===== src/rtl/mem_port_arbiter_if.sv =====
// -----------------------------------------------------------------------------
// mem_port_arbiter_if
// Bundles the core-side fetch/data handshakes and the RAM-side bus used by
// mem_port_arbiter.
//   fetch : i_req, i_addr -> i_ack, i_rdata
//   data  : d_read, d_write, d_addr, d_width, d_wdata -> d_ack, d_rdata, d_err
//   ram   : mem_addr, mem_we, mem_wdata -> mem_rdata
// Modports:
//   slave  - the arbiter (receives core requests, drives the RAM bus)
//   master - the environment (core plus RAM model)
// -----------------------------------------------------------------------------
interface mem_port_arbiter_if #(
   parameter int AW = 12
);
   logic          i_req;
   logic [31:0]   i_addr;
   logic          i_ack;
   logic [31:0]   i_rdata;
   logic          d_read;
   logic          d_write;
   logic [31:0]   d_addr;
   logic [1:0]    d_width;
   logic [31:0]   d_wdata;
   logic          d_ack;
   logic [31:0]   d_rdata;
   logic          d_err;
   logic [AW-1:0] mem_addr;
   logic          mem_we;
   logic [31:0]   mem_wdata;
   logic [31:0]   mem_rdata;

   modport slave (
      input  i_req, i_addr, d_read, d_write, d_addr, d_width, d_wdata, mem_rdata,
      output i_ack, i_rdata, d_ack, d_rdata, d_err, mem_addr, mem_we, mem_wdata
   );

   modport master (
      output i_req, i_addr, d_read, d_write, d_addr, d_width, d_wdata, mem_rdata,
      input  i_ack, i_rdata, d_ack, d_rdata, d_err, mem_addr, mem_we, mem_wdata
   );
endinterface


===== src/rtl/mem_port_arbiter.sv =====
// -----------------------------------------------------------------------------
// mem_port_arbiter
// Shares one single-port synchronous-read RAM between the instruction fetch
// port and the data load/store port. Round-robin arbitration in IDLE, byte-lane
// alignment for loads, read-modify-write for byte/half stores, and an error
// response for out-of-range or misaligned data accesses.
// Ports:
//   clock - system clock, all logic on posedge
//   reset - synchronous, active-high; aborts any transaction in flight
//   bus   - mem_port_arbiter_if.slave (fetch, data and RAM signals)
// -----------------------------------------------------------------------------
module mem_port_arbiter #(
   parameter int MEM_WORDS = 4096,
   parameter int AW        = 12
) (
   input  logic                  clock,
   input  logic                  reset,
   mem_port_arbiter_if.slave     bus
);

   localparam logic [31:0] BYTE_LIMIT = 32'(MEM_WORDS * 4);

   typedef enum logic [3:0] {
      S_IDLE,
      S_FETCH,
      S_RESP_I,
      S_LOAD,
      S_RESP_D,
      S_WR,
      S_RMW_RD,
      S_RMW_WR,
      S_ERR
   } state_t;

   typedef enum logic {
      GNT_INSTR,
      GNT_DATA
   } grant_t;

   state_t        state_q, state_d;
   grant_t        last_grant_q, last_grant_d;
   logic [AW-1:0] mem_addr_q, mem_addr_d;
   logic          mem_we_q, mem_we_d;
   logic [31:0]   mem_wdata_q, mem_wdata_d;   // store data, LSB-justified
   logic [1:0]    off_q, off_d;               // byte offset within the word
   logic [1:0]    width_q, width_d;

   logic          d_req;
   logic          grant_data;
   logic [2:0]    d_bytes;
   logic          range_err;
   logic [3:0]    lane_mask;
   logic [31:0]   wdata_shifted;
   logic [31:0]   rmw_data;

   assign d_req = bus.d_read | bus.d_write;

   // Data wins a tie unless it was granted last; last_grant resets to INSTR so
   // the first contended grant after reset goes to data.
   assign grant_data = d_req && (!bus.i_req || (last_grant_q == GNT_INSTR));

   // Width encoding 3 has no defined size; zero bytes flags it as an error.
   always_comb begin
      d_bytes = 3'd0;
      case (bus.d_width)
         2'd0:    d_bytes = 3'd1;
         2'd1:    d_bytes = 3'd2;
         2'd2:    d_bytes = 3'd4;
         default: d_bytes = 3'd0;
      endcase
   end

   assign range_err = (bus.d_addr >= BYTE_LIMIT)
                   || (({1'b0, bus.d_addr[1:0]} + d_bytes) > 3'd4)
                   || (d_bytes == 3'd0);

   // Next-state logic.
   // NOTE: every signal gets a default before the case so no path leaves it
   // unassigned; otherwise always_comb would infer a latch.
   always_comb begin
      state_d      = state_q;
      last_grant_d = last_grant_q;
      mem_addr_d   = mem_addr_q;
      mem_we_d     = 1'b0;
      mem_wdata_d  = mem_wdata_q;
      off_d        = off_q;
      width_d      = width_q;

      case (state_q)
         S_IDLE: begin
            if (grant_data) begin
               last_grant_d = GNT_DATA;
               off_d        = bus.d_addr[1:0];
               width_d      = bus.d_width;
               if (range_err) begin
                  state_d = S_ERR;
               end else begin
                  mem_addr_d = bus.d_addr[AW+1:2];
                  if (bus.d_write) begin
                     mem_wdata_d = bus.d_wdata;
                     if (bus.d_width == 2'd2) begin
                        state_d  = S_WR;
                        mem_we_d = 1'b1;
                     end else begin
                        state_d = S_RMW_RD;
                     end
                  end else begin
                     state_d = S_LOAD;
                  end
               end
            end else if (bus.i_req) begin
               last_grant_d = GNT_INSTR;
               mem_addr_d   = bus.i_addr[AW+1:2];
               state_d      = S_FETCH;
            end
         end
         S_FETCH:  state_d = S_RESP_I;
         S_LOAD:   state_d = S_RESP_D;
         S_RMW_RD: begin
            state_d  = S_RMW_WR;
            mem_we_d = 1'b1;
         end
         default:  state_d = S_IDLE;   // all terminal states
      endcase
   end

   // NOTE: sequential state uses non-blocking assignments so every flop
   // samples pre-edge values regardless of statement order.
   always_ff @(posedge clock) begin
      if (reset) begin
         state_q      <= S_IDLE;
         last_grant_q <= GNT_INSTR;
         mem_addr_q   <= '0;
         mem_we_q     <= 1'b0;
         mem_wdata_q  <= '0;
         off_q        <= '0;
         width_q      <= '0;
      end else begin
         state_q      <= state_d;
         last_grant_q <= last_grant_d;
         mem_addr_q   <= mem_addr_d;
         mem_we_q     <= mem_we_d;
         mem_wdata_q  <= mem_wdata_d;
         off_q        <= off_d;
         width_q      <= width_d;
      end
   end

   // Read-modify-write merge. The old word only arrives in the RMW_WR cycle,
   // so the merged value is muxed onto mem_wdata combinationally there.
   assign lane_mask     = ((width_q == 2'd0) ? 4'b0001 : 4'b0011) << off_q;
   assign wdata_shifted = mem_wdata_q << {off_q, 3'b000};

   always_comb begin
      rmw_data = bus.mem_rdata;
      for (int b = 0; b < 4; b++) begin
         if (lane_mask[b]) rmw_data[b*8 +: 8] = wdata_shifted[b*8 +: 8];
      end
   end

   assign bus.mem_addr  = mem_addr_q;
   assign bus.mem_we    = mem_we_q;
   assign bus.mem_wdata = (state_q == S_RMW_WR) ? rmw_data : mem_wdata_q;

   assign bus.i_ack   = (state_q == S_RESP_I);
   assign bus.i_rdata = (state_q == S_RESP_I) ? bus.mem_rdata : '0;
   assign bus.d_ack   = (state_q == S_RESP_D) || (state_q == S_WR)
                     || (state_q == S_RMW_WR) || (state_q == S_ERR);
   assign bus.d_err   = (state_q == S_ERR);
   assign bus.d_rdata = (state_q == S_RESP_D) ? (bus.mem_rdata >> {off_q, 3'b000}) : '0;

endmodule


===== src/flat_wrapper.sv =====
// flat-port wrapper written by rule: the top's interface ports become plain ports
module mem_port_arbiter_flat 
#(
   parameter int MEM_WORDS = 4096,
   parameter int AW        = 12
)
  (clock, reset, bus_i_req, bus_i_addr, bus_d_read, bus_d_write, bus_d_addr, bus_d_width, bus_d_wdata, bus_mem_rdata, bus_i_ack, bus_i_rdata, bus_d_ack, bus_d_rdata, bus_d_err, bus_mem_addr, bus_mem_we, bus_mem_wdata);
  mem_port_arbiter_if #(.AW(AW)) bus_i ();
  input  logic clock;
  input  logic reset;
  input wire logic [$bits(bus_i.i_req)-1:0] bus_i_req;
  input wire logic [$bits(bus_i.i_addr)-1:0] bus_i_addr;
  input wire logic [$bits(bus_i.d_read)-1:0] bus_d_read;
  input wire logic [$bits(bus_i.d_write)-1:0] bus_d_write;
  input wire logic [$bits(bus_i.d_addr)-1:0] bus_d_addr;
  input wire logic [$bits(bus_i.d_width)-1:0] bus_d_width;
  input wire logic [$bits(bus_i.d_wdata)-1:0] bus_d_wdata;
  input wire logic [$bits(bus_i.mem_rdata)-1:0] bus_mem_rdata;
  output wire logic [$bits(bus_i.i_ack)-1:0] bus_i_ack;
  output wire logic [$bits(bus_i.i_rdata)-1:0] bus_i_rdata;
  output wire logic [$bits(bus_i.d_ack)-1:0] bus_d_ack;
  output wire logic [$bits(bus_i.d_rdata)-1:0] bus_d_rdata;
  output wire logic [$bits(bus_i.d_err)-1:0] bus_d_err;
  output wire logic [$bits(bus_i.mem_addr)-1:0] bus_mem_addr;
  output wire logic [$bits(bus_i.mem_we)-1:0] bus_mem_we;
  output wire logic [$bits(bus_i.mem_wdata)-1:0] bus_mem_wdata;
  assign bus_i.i_req = bus_i_req;
  assign bus_i.i_addr = bus_i_addr;
  assign bus_i.d_read = bus_d_read;
  assign bus_i.d_write = bus_d_write;
  assign bus_i.d_addr = bus_d_addr;
  assign bus_i.d_width = bus_d_width;
  assign bus_i.d_wdata = bus_d_wdata;
  assign bus_i.mem_rdata = bus_mem_rdata;
  assign bus_i_ack = bus_i.i_ack;
  assign bus_i_rdata = bus_i.i_rdata;
  assign bus_d_ack = bus_i.d_ack;
  assign bus_d_rdata = bus_i.d_rdata;
  assign bus_d_err = bus_i.d_err;
  assign bus_mem_addr = bus_i.mem_addr;
  assign bus_mem_we = bus_i.mem_we;
  assign bus_mem_wdata = bus_i.mem_wdata;
  mem_port_arbiter #(.MEM_WORDS(MEM_WORDS), .AW(AW)) u_core (.clock(clock), .reset(reset), .bus(bus_i));
endmodule

===== config.mk =====
export PLATFORM = sky130hd
export DESIGN_NAME = mem_port_arbiter_flat
export DESIGN_NICKNAME = d
export VERILOG_FILES = /design/src/rtl/mem_port_arbiter_if.sv /design/src/rtl/mem_port_arbiter.sv /design/src/flat_wrapper.sv
export SDC_FILE = /design/constraint.sdc
export NUM_CORES = 1
export LEC_CHECK = 0
export CORE_MARGIN = 4
export CORE_UTILIZATION = 29
export DETAILED_ROUTE_END_ITERATION = 12
export GPL_TIMING_DRIVEN = 0
export PLACE_DENSITY = 0.68
export SETUP_SLACK_MARGIN = 0.1
export SLEW_MARGIN = 10
export SYNTH_ARGS = -nofsm -noshare
export SYNTH_HDL_FRONTEND = slang
export SYNTH_SLANG_ARGS = --single-unit
export TNS_END_PERCENT = 30

===== constraint.sdc =====
create_clock -name clock -period 4.4 [get_ports clock]
set_input_delay 0.88 -clock clock [delete_from_list [all_inputs] [get_ports clock]]
set_output_delay 0.88 -clock clock [all_outputs]
set_load 0.005 [all_outputs]

==> results of run 1 <==
[worst paths after layout]
check | startpoint | to | slack, ns | depth (start not counted)
worst max-delay path | u_core.off_q[0] | bus_mem_wdata[23] | 0.53 | 9
worst min-delay path | u_core.mem_wdata_q[18] | u_core.mem_wdata_q[18] | 0.48 | 2
worst max register to register | u_core.state_q[0] | u_core.mem_wdata_q[24] | 2.25 | 7
worst min register to register | u_core.mem_wdata_q[18] | u_core.mem_wdata_q[18] | 0.48 | 2
[critical path: cells and delay by family, from the launching register on]
kind                   cells  cell delay [ns]
AO/OA/AOI/OAI              3             0.77
buffers and inverters      4             1.41
flip-flops                 1             0.30
AND/OR/NAND/NOR            2             0.21
[power groups by stage]
stage	Combinational (W)	Clock, W	Sequential, W
2_1_floorplan	0.000221	0	0.000524
3_3_place_gp	0.000428	0	0.000524
3_5_place_dp	0.000431	0	0.000525
4_1_cts	0.000433	0.000437	0.000513
5_1_grt	0.000474	0.000448	0.000515
6_report	0.000434	0.000424	0.000513
[layout make-up]
cell class	instances	area [um^2]	share of cell area
flip-flops and latches	54	1080	0.155
clock buffers	5	125	0.0179
plain buffers	45	193	0.0276
repair buffers	224	2240	0.321
clock inverters	3	28.8	0.00412
multi-input cells	475	3030	0.434
well taps	184	230	0.0330
inverters	13	48.8	0.00699
[through the flow]
stage / hold WS [ns] / utilization
global route: 0.501 / 0.477
floorplan: 0.445 / -
CTS: 0.482 / 0.477
detailed placement: 0.467 / 0.466
global placement: 0.462 / 0.466
finish: 0.480 / 0.477
[cell families after synthesis]
kind of cell	after synthesis	share of synthesized area
adder cells (fa/ha/maj)	2	0.00747
AND/OR/NAND/NOR	271	0.324
AO/OA/AOI/OAI	124	0.172
buffers and inverters	58	0.0554
multiplexers	76	0.189
XOR/XNOR	2	0.00402
flip-flops	54	0.248
[cells in the mapped netlist]
library cell	instances	area, um^2
sky130_fd_sc_hd__a2111oi_4	1	27.5
sky130_fd_sc_hd__a211oi_1	25	188
sky130_fd_sc_hd__a21o_1	8	60.1
sky130_fd_sc_hd__a21oi_1	57	285
sky130_fd_sc_hd__a2bb2oi_2	1	15.0
sky130_fd_sc_hd__a31o_2	1	8.76
sky130_fd_sc_hd__and2_1	40	250
sky130_fd_sc_hd__and2b_2	1	8.76
sky130_fd_sc_hd__and4_1	1	8.76
sky130_fd_sc_hd__buf_1	4	15.0
sky130_fd_sc_hd__buf_2	4	20.0
sky130_fd_sc_hd__buf_4	3	22.5
sky130_fd_sc_hd__buf_6	1	11.3
sky130_fd_sc_hd__clkbuf_1	33	124
sky130_fd_sc_hd__dfxtp_1	54	1080
sky130_fd_sc_hd__fa_1	1	20.0
sky130_fd_sc_hd__ha_1	1	12.5
sky130_fd_sc_hd__inv_1	13	48.8
sky130_fd_sc_hd__mux2_2	10	113
sky130_fd_sc_hd__mux2_4	10	150
sky130_fd_sc_hd__mux2i_1	56	561
sky130_fd_sc_hd__nand2_1	64	240
sky130_fd_sc_hd__nand2b_1	68	425
sky130_fd_sc_hd__nand3_1	6	30.0
sky130_fd_sc_hd__nand4_1	2	12.5
sky130_fd_sc_hd__nor2_1	51	191
sky130_fd_sc_hd__nor2b_1	21	131
sky130_fd_sc_hd__nor3_1	3	15.0
sky130_fd_sc_hd__nor3b_1	1	7.51
sky130_fd_sc_hd__nor4_1	9	56.3
sky130_fd_sc_hd__nor4_2	1	12.5
sky130_fd_sc_hd__nor4b_1	1	8.76
sky130_fd_sc_hd__o21ai_0	27	135
sky130_fd_sc_hd__o21ai_1	2	10.0
sky130_fd_sc_hd__o21bai_1	1	7.51
sky130_fd_sc_hd__o21bai_2	1	11.3
sky130_fd_sc_hd__or2_2	1	6.26
sky130_fd_sc_hd__or3_1	1	6.26
sky130_fd_sc_hd__xnor2_1	1	8.76
sky130_fd_sc_hd__xor2_1	1	8.76
[routing by layer]
| layer | share of wire | wire length (um) | up-vias | track usage |
|---|---|---|---|---|
| met5 | 0 | 0 | - | 0 |
| met4 | 0.025 | 435 | 0 | 0.0593 |
| met3 | 0.066 | 1160 | 25 | 0.0341 |
| met2 | 0.47 | 8310 | 180 | 0.322 |
| met1 | 0.44 | 7650 | 2233 | 0.258 |
| li1 | - | - | 2453 | - |
[registers in the layout, indices dropped and copies added (netlist names)]
register,cells
u_core.bus.mem_we,1
u_core.state_q,4
u_core.off_q,2
u_core.mem_wdata_q,32
u_core.width_q,2
u_core.last_grant_q,1
u_core.bus.mem_addr,12
==> out/results.txt, run 1 <==
The die boundary width was 131 um; the summed instance area of the synthesized netlist was 4360 um^2. The share of total power in combinational logic is 0.316, and the total negative setup slack is 0 ns. From synthesis to final layout, the design area changed by 60.3%. The number of warnings issued by yosys was 0; the sequential share of power was 0.374.

Entering global routing, the biggest net connects 20 pins. The worst-skew pair later-pin latency was 0.30 ns; the highest fanout seen on the critical path was 10. The transition time at the pin with the least slew margin is 0.889 ns, and the area of the die is 17000 um^2. In this run the cell area measured after placement is 6830 um^2. After synthesis, the netlist uses 40 different library cells. On the final layout, the worst clock skew is 0.0101 ns.

The time the worst path needs with I/O delays and setup came out at 3.87 ns. The critical path goes through clkbuf_1 > nor2b_1 > clkbuf_1 > o21bai_1 > buf_2 > nor2_1 > a211oi_1 > a21o_1 > clkdlybuf4s50_1. The die is 131 um tall. The area inside the core boundary was 14600 um^2. The floorplan row count was 44. For the total setup buffers inserted after CTS, the log shows 0.

The internal power consumption is 0.000945 W. The count of endpoints failing hold in the final timing report is 0. The critical path in this run is classified as reg2out.

The register area share after synthesis came out at 0.248. VDD sags by at most 0.182 mV. The library cells used most frequently in the layout, excluding fill and tap cells, are sky130_fd_sc_hd__clkdlybuf4s50_1 (224), sky130_fd_sc_hd__nand2b_1 (68), sky130_fd_sc_hd__nand2_1 (64), sky130_fd_sc_hd__a21oi_1 (57), sky130_fd_sc_hd__mux2i_1 (56).

The run gives 0.194 as the global-route usage over all layers. For the global-route wire length before repair, the log shows 25800 um. Number of gates given a new drive strength after cts: 0. The min-delay analysis places its worst path in the category reg2reg. The run gives 0 as the max-slew violation count.

The share of layout cells above drive strength 1 is 0.0525, and the number of standard cells after synthesis is 587. For this design, the slowest cell found on the critical path is sky130_fd_sc_hd__clkdlybuf4s50_1. Number of vias after detailed routing: 4891.

The routed length per placed instance works out to 17.5 um. For this design the ratio of total power to cell area is 196 nW/um^2. The tools report the initial core utilization as 0.297.

The synthesized design contains 54 register bits. The finished cells cover 6980 um^2. Setup slack after placement: 0.822 ns. The tools report the fill cell total of the finished layout as 1494.

The via count of the first global-routing pass was 4684; the top-level port count was 247. The remaining global-route overflow is 0. The most numerous cell on the critical path was sky130_fd_sc_hd__clkbuf_1. The tree is rooted in a sky130_fd_sc_hd__clkbuf_16. In this run the static leakage power is 2.76 nW. Maximum level of the CTS H-tree: 2. The logs give 241 for the iteration-0 DRC count of the detailed router and 17600 um for the final routed wirelength across all metal layers. For the detailed-placement wirelength estimate, the log shows 14600 um. The final instance count without filler cells is 1003, and the delay of the slowest cell on the worst path is 0.51 ns. Data on the critical path is required at its endpoint by 3.52 ns. The congestion estimate from routability-driven global placement came to 0.892.

The number of nets handed over by synthesis was 724. Top achievable clock speed: 0.258 GHz. The logs give 0.309 for the clock share of power and 2 for the buffer levels on the longest clock path.

Number of clock sinks: 54. Setup slack on the critical path of the routed design comes to 0.527 ns. The number of antenna violations at the first check in global routing was 0.

The element type at the critical path start was a flop. The number of nets still failing antenna checks after routing came out at 0. TritonCTS built the clock tree. The power consumption was 0.00137 W. In this run the power spent charging and discharging nets is 0.000426 W. Using the TritonRoute via totals, the vias-per-cell ratio works out to 4.88.

The flow ran to the end, and the final reports show no timing, DRC or antenna violations. The max-capacitance violation count is 0. Iteration count of the initial detailed-routing pass: 5. After clock tree synthesis, the clock-pin slew on the worst setup and hold paths is 0.08 ns. In this run the tool buffered the top-level ports with 224 buffer cells. The remaining routing DRC violations was 0; the final setup violation count was 0. The library cell used most frequently in the layout, excluding fill and tap cells, is sky130_fd_sc_hd__clkdlybuf4s50_1.

The number of antenna diodes in the final layout is 0. For the hold-fix buffer count after cts, the log shows 0. Setup repair after global routing left no endpoint under its margin. At the worst endpoint, the arrival time is 2.99 ns.

The critical path endpoint category was a primary output. The layout net count came out at 955. The run gives 995 as the placed cell count. The period utilization was 0.880. The switching part of the total power works out to 0.311. For the number of buffers created by CTS, the log shows 5. Averaged over all synthesized cells, the footprint is 7.42 um^2.

The relative slew slack was 0.402.
(Power assumes the default switching activity.)
==> run 2, diff against run 1 <==
- CAP_MARGIN: default -> 40
==> results of run 2 <==
No change in the layout: final DEF, timing and power equal those of run 1.
==> run 3, diff against run 2 <==
- CAP_MARGIN: 40 -> 15
==> results of run 3 <==
No change in the layout: final DEF, timing and power equal those of run 1.
